## src/rtl/wisc_pkg.sv

```systemverilog
// Shared constants and types for the shifter issue path: opcodes, shift modes
// and the registered issue entry presented to the Shifter.
package wisc_pkg;

  localparam int unsigned SHIFT_DATA_W = 16;

  localparam logic [3:0] OP_SLL = 4'b0100;
  localparam logic [3:0] OP_SRA = 4'b0101;
  localparam logic [3:0] OP_ROR = 4'b0110;

  typedef enum logic [1:0] {
    MODE_NONE = 2'd0,
    MODE_SLL  = 2'd1,
    MODE_SRA  = 2'd2,
    MODE_ROR  = 2'd3
  } shift_mode_e;

  typedef struct packed {
    logic [SHIFT_DATA_W-1:0] shift_in;
    logic [3:0]              shift_val;
    shift_mode_e             mode;
    logic [3:0]              rd;
  } issue_entry_t;

endpackage

```

## src/rtl/shift_decode.sv

```systemverilog
// Combinational decode of an instruction word into Shifter controls.
// Non-shift opcodes become a pass-through (MODE_NONE, shift_val 0).
module shift_decode
  import wisc_pkg::*;
(
  input  logic [15:0]  instr,
  output shift_mode_e  mode,
  output logic [3:0]   shift_val,
  output logic [3:0]   rd
);

  // The rs field is resolved by the decode stage into in_rs_data.
  logic unused_rs_field;
  assign unused_rs_field = ^instr[7:4];

  always_comb begin
    mode      = MODE_NONE;
    shift_val = 4'd0;
    case (instr[15:12])
      OP_SLL: begin
        mode      = MODE_SLL;
        shift_val = instr[3:0];
      end
      OP_SRA: begin
        mode      = MODE_SRA;
        shift_val = instr[3:0];
      end
      OP_ROR: begin
        mode      = MODE_ROR;
        shift_val = instr[3:0];
      end
      default: ;
    endcase
  end

  assign rd = instr[11:8];

endmodule

```

## src/rtl/shift_issue_stage.sv

```systemverilog
// Registered issue stage feeding the 16-bit Shifter, with a 2-entry skid buffer
// and flush. Optional saturating perf counters under SHIFT_PERF_CNT_EN.
module shift_issue_stage
  import wisc_pkg::*;
#(
  parameter int unsigned DATA_W = 16,
  parameter int unsigned CNT_W  = 16
) (
  input  logic              clk,
  input  logic              rst_n,
  input  logic              flush,
  input  logic              in_valid,
  output logic              in_ready,
  input  logic [15:0]       in_instr,
  input  logic [DATA_W-1:0] in_rs_data,
  output logic              out_valid,
  input  logic              out_ready,
  output logic [DATA_W-1:0] out_shift_in,
  output logic [3:0]        out_shift_val,
  output logic [1:0]        out_mode,
  output logic [3:0]        out_rd
`ifdef SHIFT_PERF_CNT_EN
  ,
  output logic [CNT_W-1:0]  perf_shift_cnt,
  output logic [CNT_W-1:0]  perf_stall_cnt
`endif
);

  // Handshake: a beat moves when valid && ready on the same rising edge.
  // Producers hold valid and payload until accepted; in_ready depends only on
  // registered state (low exactly while the skid entry is occupied).

  issue_entry_t in_entry;
  issue_entry_t out_q;
  issue_entry_t skid_q;
  logic         out_valid_q;
  logic         skid_valid_q;
  shift_mode_e  dec_mode;
  logic [3:0]   dec_shift_val;
  logic [3:0]   dec_rd;
  logic         accept;
  logic         out_load;

  shift_decode u_decode (
    .instr     (in_instr),
    .mode      (dec_mode),
    .shift_val (dec_shift_val),
    .rd        (dec_rd)
  );

  assign in_entry.shift_in  = in_rs_data;
  assign in_entry.shift_val = dec_shift_val;
  assign in_entry.mode      = dec_mode;
  assign in_entry.rd        = dec_rd;

  assign accept   = in_valid && in_ready;
  // Output register may take a new entry when empty or draining this cycle.
  assign out_load = !out_valid_q || out_ready;

  always_ff @(posedge clk or negedge rst_n) begin
    if (!rst_n) begin
      out_q        <= '0;
      skid_q       <= '0;
      out_valid_q  <= 1'b0;
      skid_valid_q <= 1'b0;
    end else if (flush) begin
      out_valid_q  <= 1'b0;
      skid_valid_q <= 1'b0;
    end else if (out_load) begin
      if (skid_valid_q) begin
        // in_ready is low while skid is full, so nothing is accepted here.
        out_q        <= skid_q;
        out_valid_q  <= 1'b1;
        skid_valid_q <= 1'b0;
      end else if (accept) begin
        out_q       <= in_entry;
        out_valid_q <= 1'b1;
      end else begin
        out_valid_q <= 1'b0;
      end
    end else if (accept) begin
      skid_q       <= in_entry;
      skid_valid_q <= 1'b1;
    end
  end

  assign in_ready      = !skid_valid_q;
  assign out_valid     = out_valid_q;
  assign out_shift_in  = out_q.shift_in;
  assign out_shift_val = out_q.shift_val;
  assign out_mode      = out_q.mode;
  assign out_rd        = out_q.rd;

`ifdef SHIFT_PERF_CNT_EN
  // Counters survive flush; a transfer coinciding with flush still counts.
  always_ff @(posedge clk or negedge rst_n) begin
    if (!rst_n) begin
      perf_shift_cnt <= '0;
      perf_stall_cnt <= '0;
    end else begin
      if (out_valid_q && out_ready && (out_q.mode != MODE_NONE) && (perf_shift_cnt != '1))
        perf_shift_cnt <= perf_shift_cnt + CNT_W'(1);
      if (out_valid_q && !out_ready && (perf_stall_cnt != '1))
        perf_stall_cnt <= perf_stall_cnt + CNT_W'(1);
    end
  end
`else
  logic unused_cnt_w;
  assign unused_cnt_w = |CNT_W;
`endif

endmodule

```

## config.mk

```make
export PLATFORM = sky130hd
export DESIGN_NAME = shift_issue_stage
export DESIGN_NICKNAME = d
export VERILOG_FILES = /design/src/rtl/wisc_pkg.sv /design/src/rtl/shift_decode.sv /design/src/rtl/shift_issue_stage.sv
export SDC_FILE = /design/constraint.sdc
export NUM_CORES = 1
export LEC_CHECK = 0
export ABC_AREA = 1
export CAP_MARGIN = 5
export CORE_ASPECT_RATIO = 1.25
export CORE_MARGIN = 5
export CORE_UTILIZATION = 35
export CTS_BUF_LIST = sky130_fd_sc_hd__clkbuf_16
export DETAILED_ROUTE_END_ITERATION = 8
export PLACE_DENSITY_LB_ADDON = 0.15
export SYNTH_ARGS = -nofsm -noshare
export SYNTH_HDL_FRONTEND = slang
export SYNTH_HIERARCHICAL = 1
export SYNTH_SLANG_ARGS = --single-unit
export TNS_END_PERCENT = 100
```

## constraint.sdc

```tcl
create_clock -name clk -period 1.8 [get_ports clk]
set_input_delay 0.18 -clock clk [delete_from_list [all_inputs] [get_ports clk]]
set_output_delay 0.18 -clock clk [all_outputs]
set_load 0.01 [all_outputs]
```

Word-level counts from Yosys, hierarchy flattened

Index checks and enable logic that the tools add are counted.

Add/sub/neg operators: 0
Multiply operators: 0
Div/mod/pow operators: 0
$lt $le $gt $ge: 0
Equality and inequality tests: 3
Shift operators: 0
Muxes and demuxes: 11
Bitwise operators: 2
Reduce and logical (&&, ||, !) cells: 10

Operators with widths:

| kind                                                                   | count |
|---|---|
| 26-bit 2-to-1 mux                                                      | 2 |
| 4-bit by 3-bit equality test with 1-bit output (second input constant) | 3 |
| 1-bit 2-to-1 mux                                                       | 7 |
| 2-bit one-hot mux with 3 select lines                                  | 1 |
| 3-bit AND reduction                                                    | 2 |
| 4-bit 2-to-1 mux                                                       | 1 |
| 2-bit nonzero test                                                     | 2 |
| 3-bit nonzero test                                                     | 1 |
| 3-bit OR reduction                                                     | 1 |
| 1-bit logical NOT                                                      | 2 |
| 1-bit NOT                                                              | 2 |
| 1-bit logical AND                                                      | 1 |
| 1-bit logical OR                                                       | 1 |

Register bits: 54
Bits in latches: 0
Bits in writable memories: 0
ROM bits: 0
Input port bits: 37
Output and inout port bits: 28
Logic and storage cells: 36
Memories kept: 0

Depth between registers and ports, before layout

Word-level depth: 6
Mapped depth: 7
Gate-level depth less buffers: 7

Cells and area by module

Netlist, hierarchy kept.

By module, submodules not included:

| module            | times used | cells each | area an instance (µm²) | sequential area each (µm²) |
|---|---|---|---|---|
| shift_issue_stage | 1          | 322        | 2499.9                 | 1351.3 |
| shift_decode      | 1          | 19         | 92.6                   | 0.0 |

Worst setup path before layout

Ideal clock, no wire load.

Kind: reg2reg
Start: register skid_valid_q
End: register out_q (netlist bit out_mode[1])
Setup time: 117 ps
Arrival: 1062 ps
Data required time: 1683 ps
Path slack: 621 ps
Cell stages (with the launch flop): 7
Buffers on the path: 2
Clock period less this slack: 1179 ps
Cell sequence: dfrtp_1 buf_4 nor2_2 nor2_4 buf_4 nand3_1 nand2_1

Cells in the longest elaborated chain, start to end: 4
Elaborated cells on any way between the ends: 5
Classes of those cells: mux: 1; reduce/logical: 4

Ends and longest elaborated chain:

| what                          | RTL line                | source |
|---|---|---|
| start: declaration            | shift_issue_stage.sv:37 | `logic skid_valid_q;` |
| start signal: assignment      | shift_issue_stage.sv:65 | `skid_valid_q <= 1'b0;` |
| start signal: assignment      | shift_issue_stage.sv:68 | `skid_valid_q <= 1'b0;` |
| start signal: assignment      | shift_issue_stage.sv:74 | `skid_valid_q <= 1'b0;` |
| 1-bit logical NOT             | shift_issue_stage.sv:87 | `assign in_ready = !skid_valid_q;` |
| 1-bit logical AND             | shift_issue_stage.sv:56 | `assign accept = in_valid && in_ready;` |
| 2-bit nonzero test (no line)  | n/a                     |  |
| 3-bit AND reduction (no line) | n/a                     |  |
| end signal: assignment        | shift_issue_stage.sv:72 | `out_q <= skid_q;` |
| end signal: assignment        | shift_issue_stage.sv:76 | `out_q <= in_entry;` |
| end: declaration              | shift_issue_stage.sv:34 | `issue_entry_t out_q;` |

Several ways; a longest one is shown, not always the timed one.
A chain may end at the register's enable or synchronous reset.

Worst setup path in the final report

Start: register skid_valid_q
End: output port in_ready

Cells in the longest elaborated chain, start to end: 1

Ends and longest elaborated chain:

| what              | RTL line                | source |
|---|---|---|
| 1-bit logical NOT | shift_issue_stage.sv:87 |  |
| end: declaration  | shift_issue_stage.sv:13 | `output logic in_ready,` |

No other way between the ends.

==> key figures <==
Placement
  – I/O Buffers: 60
  – GP Congestion: 0.7856
  – Placed wire-length estimate: 4669 µm
  – Post-Place Cell Area: 0.003291 mm²

Setup path
  – Worst setup path start: skid_valid_q
  – Critical Path End Type: output port
  – CP Data Required Time: between 1.5 and 2 ns
  – R2r setup slk: ~0.23 ns
  – Worst path arrival time: around 1.5 ns
  – Kind of critical path: flip-flop to output port
  – Critical path endpoint: in_ready
  – Worst r2r src: skid_valid_q
  – Worst r2r dst: out_shift_in[1]
  – CP startpoint kind: flip-flop
  – Crit path max fanout: 7
  – Worst Reg-to-Reg Cells: 6

Synth
  – Yosys top cell by area: dfrtp_1
  – Mapped Cells: 341
  – Synth Cell Area: 0.002592 mm²
  – Largest cells by area after synthesis: dfrtp_1 52%, nand2_1 27%, nand3_1 10%
  – Synthesized flop and latch total: 54
  – Post-Syn Nets: ~380
  – Seq/Total Area, Yosys: 52.12%
  – Syn Area/Cell: 7.603 µm²
  – Post-synth top area share: 52.12%
  – Netlist cell types: 16
  – Synthesis Warnings: 6

Route
  – Routed length per instance: 13.66 µm
  – DRT Pass-1 Iters: 4
  – # DRC: 0
  – Initial DRC Count: 112
  – Via/cell ratio: 4.678
  – Final wirelength: a little under 7000 µm
  – Total number of vias: 2311
  – ANT nets after route: 0

Min path
  – Min-Delay Path Class: input pin to async pin

Cells and area
  – Area Overhead vs Synth: 33.11%
  – Fillers: 713
  – Reg area: 0.001351 mm²
  – Post-Layout Inst Area: 0.003451 mm²
  – Final #Nets: 438
  – # diodes: 0
  – Multi-input logic area: around 0.0011 mm²
  – Share of layout cells above drive strength 1: 8.458%

Clocking
  – Setup Buffers After CTS: 0
  – CTS tree: yes
  – Cts repair resizes: 0
  – Reg clk slew, reported paths: about 0.080 ns
  – Clk_lat worst skew: 0.29 ns
  – Num CTS Buffers: 5
  – Root Buffer: clkbuf_16
  – H-Tree Depth: 2
  – Deepest clock path buffer count: 2
  – Clock Sinks: 54

Global route
  – Overall Global Routing Usage: 15.33%
  – Vias in the first global route: 2292
  – Initial antenna violation count: 0
  – Largest net degree at the start of global routing: 37
  – Total grt overflow: 0
  – First-pass GRT wire length: 11210 µm

STA
  – Period utilization: around nine tenths
  – Clock Skew: ~0.0072 ns
  – Slew Viols, Final: 0
  – Fin Setup TNS: 0 ns
  – Period minus WS final: 1.641 ns
  – Fmax: 609.2 MHz
  – Final Hold Vio Count: 0
  – Slew margin rel.: 69.13%
  – Worst-margin pin slew: 0.4631 ns
  – RSZ-0062 raised after global routing: false
  – Setup Viol. Count Final: 0

Floorplan
  – DIE AREA: 0.009239 mm²
  – Die X: between 80 and 90 µm
  – Die Ht: 106.2 µm
  – Initial core utilization: a little over a third
  – Core footprint: ~0.0073 mm²
  – Row count: 35
  – I/O pin cnt: 65

Run status
  – Outcome: finished clean

Job
  – Max-cap violations: 0

Pwr
  – Peak VDD IR: 473.9 µV
  – Pwr dens: a little over 900 mW/mm²
  – Leakage power: 0.001809 µW
-- worst min-delay path by stage --
stage               cells after the start  slack (ns)         endpoint  startpoint
finish                                  2        0.36  out_shift_in[6]       rst_n
global route                            2        0.41  out_shift_in[6]       rst_n
CTS                                     2        0.37  out_shift_in[6]       rst_n
detailed placement                      1        0.16  out_shift_in[6]       rst_n
global placement                        1        0.16       skid_q[15]       rst_n
floorplan                               0       -0.12      out_mode[0]       rst_n
-- power by group --
group | total (µW) | switching (µW) | leakage, µW | internal, µW
registers | 1520 | 105 | 0.000691 | 1410
clock network | 989 | 465 | 0.0000704 | 524
logic | 641 | 314 | 0.00105 | 327
total | 3150 | 884 | 0.00181 | 2260
-- what timing repair did --
action / in CTS / in global routing
setup endpoints to repair: 0 / 0
hold endpoints to repair: 18 / 0
hold buffers: 1 / 0
-- metal layers --
metal | part of all wire (%) | global-route usage (%) | vias to the layer above
met4 | 1.3 | 4.677 | 0
met1 | 42 | 18.37 | 1067
li1 | - | - | 1177
met2 | 52 | 27.14 | 60
met5 | 0 | 0 | -
met3 | 4.4 | 3.023 | 7
-- layout make-up --
class	count	share of cell area [%]
sequential	54	39.16
multi-input combinational	255	31.11
timing repair buffer	75	20.96
clock buffer	5	3.626
tap	92	3.336
inverter	10	1.088
clock inverter	3	0.7252
-- state kept, by name, summed over array words and instances, names as in the netlist --
| signal | flops |
|---|---|
| out_valid | 1 |
| out_shift_in | 16 |
| out_rd | 4 |
| skid_valid_q | 1 |
| out_mode | 2 |
| skid_q | 26 |
| out_shift_val | 4 |
-- cell families (layout without fill, tap and decap cells) --
| group | count (synthesis) | after routing | synth area share (%) |
|---|---|---|---|
| AO/OA/AOI/OAI | 1 | 1 | 0.1929 |
| AND/OR/NAND/NOR | 254 | 254 | 41.22 |
| flip-flops | 54 | 54 | 52.12 |
| buffers and inverters | 32 | 93 | 6.467 |
-- metrics by stage --
| stage | setup slack (ns) | util (%) | power, µW | hold slack [ns] | instances |
|---|---|---|---|---|---|
| after detailed placement | 0.2185 | 45.00 | 2190 | 0.1590 | 485 |
| after CTS | 0.1444 | 47.19 | 3181 | 0.3747 | 494 |
| after floorplan | 0.6209 | - | 1830 | -0.1156 | 341 |
| after global placement | 0.2287 | 45.00 | 2177 | 0.1577 | 485 |
| final | 0.1586 | 47.19 | 3146 | 0.3592 | 494 |
| after global routing | 0.1093 | 47.19 | 3317 | 0.4067 | 494 |
-- cell usage after synthesis --
master,instances
nor2_1,8
buf_2,11
dfrtp_1,54
nand3_1,52
nand2_1,185
buf_4,9
nor3_1,1
nor2_2,2
nor2_4,2
nand2_2,1
inv_1,7
a21oi_1,1
nand3_4,1
clkbuf_1,2
nand3_2,2
inv_2,3
-- cell usage in the layout (no fill, tap or decap), types with 2 or more instances in the layout --
cell type,netlist,final
nor2_2,2,2
clkbuf_16,0,5
dfrtp_1,54,54
inv_1,7,7
nand3_1,52,52
clkdlybuf4s50_1,0,59
nand3_2,2,2
nand2_1,185,185
buf_4,9,13
nor2_1,8,8
nor2_4,2,2
inv_2,3,3
-- worst max-delay path, cell delays in order, from the launching register on --
cell and delay, ns:
dfrtp_1 0.50, inv_2 0.13, clkdlybuf4s50_1 0.54
Note: power is estimated with default switching activity, not from simulation.
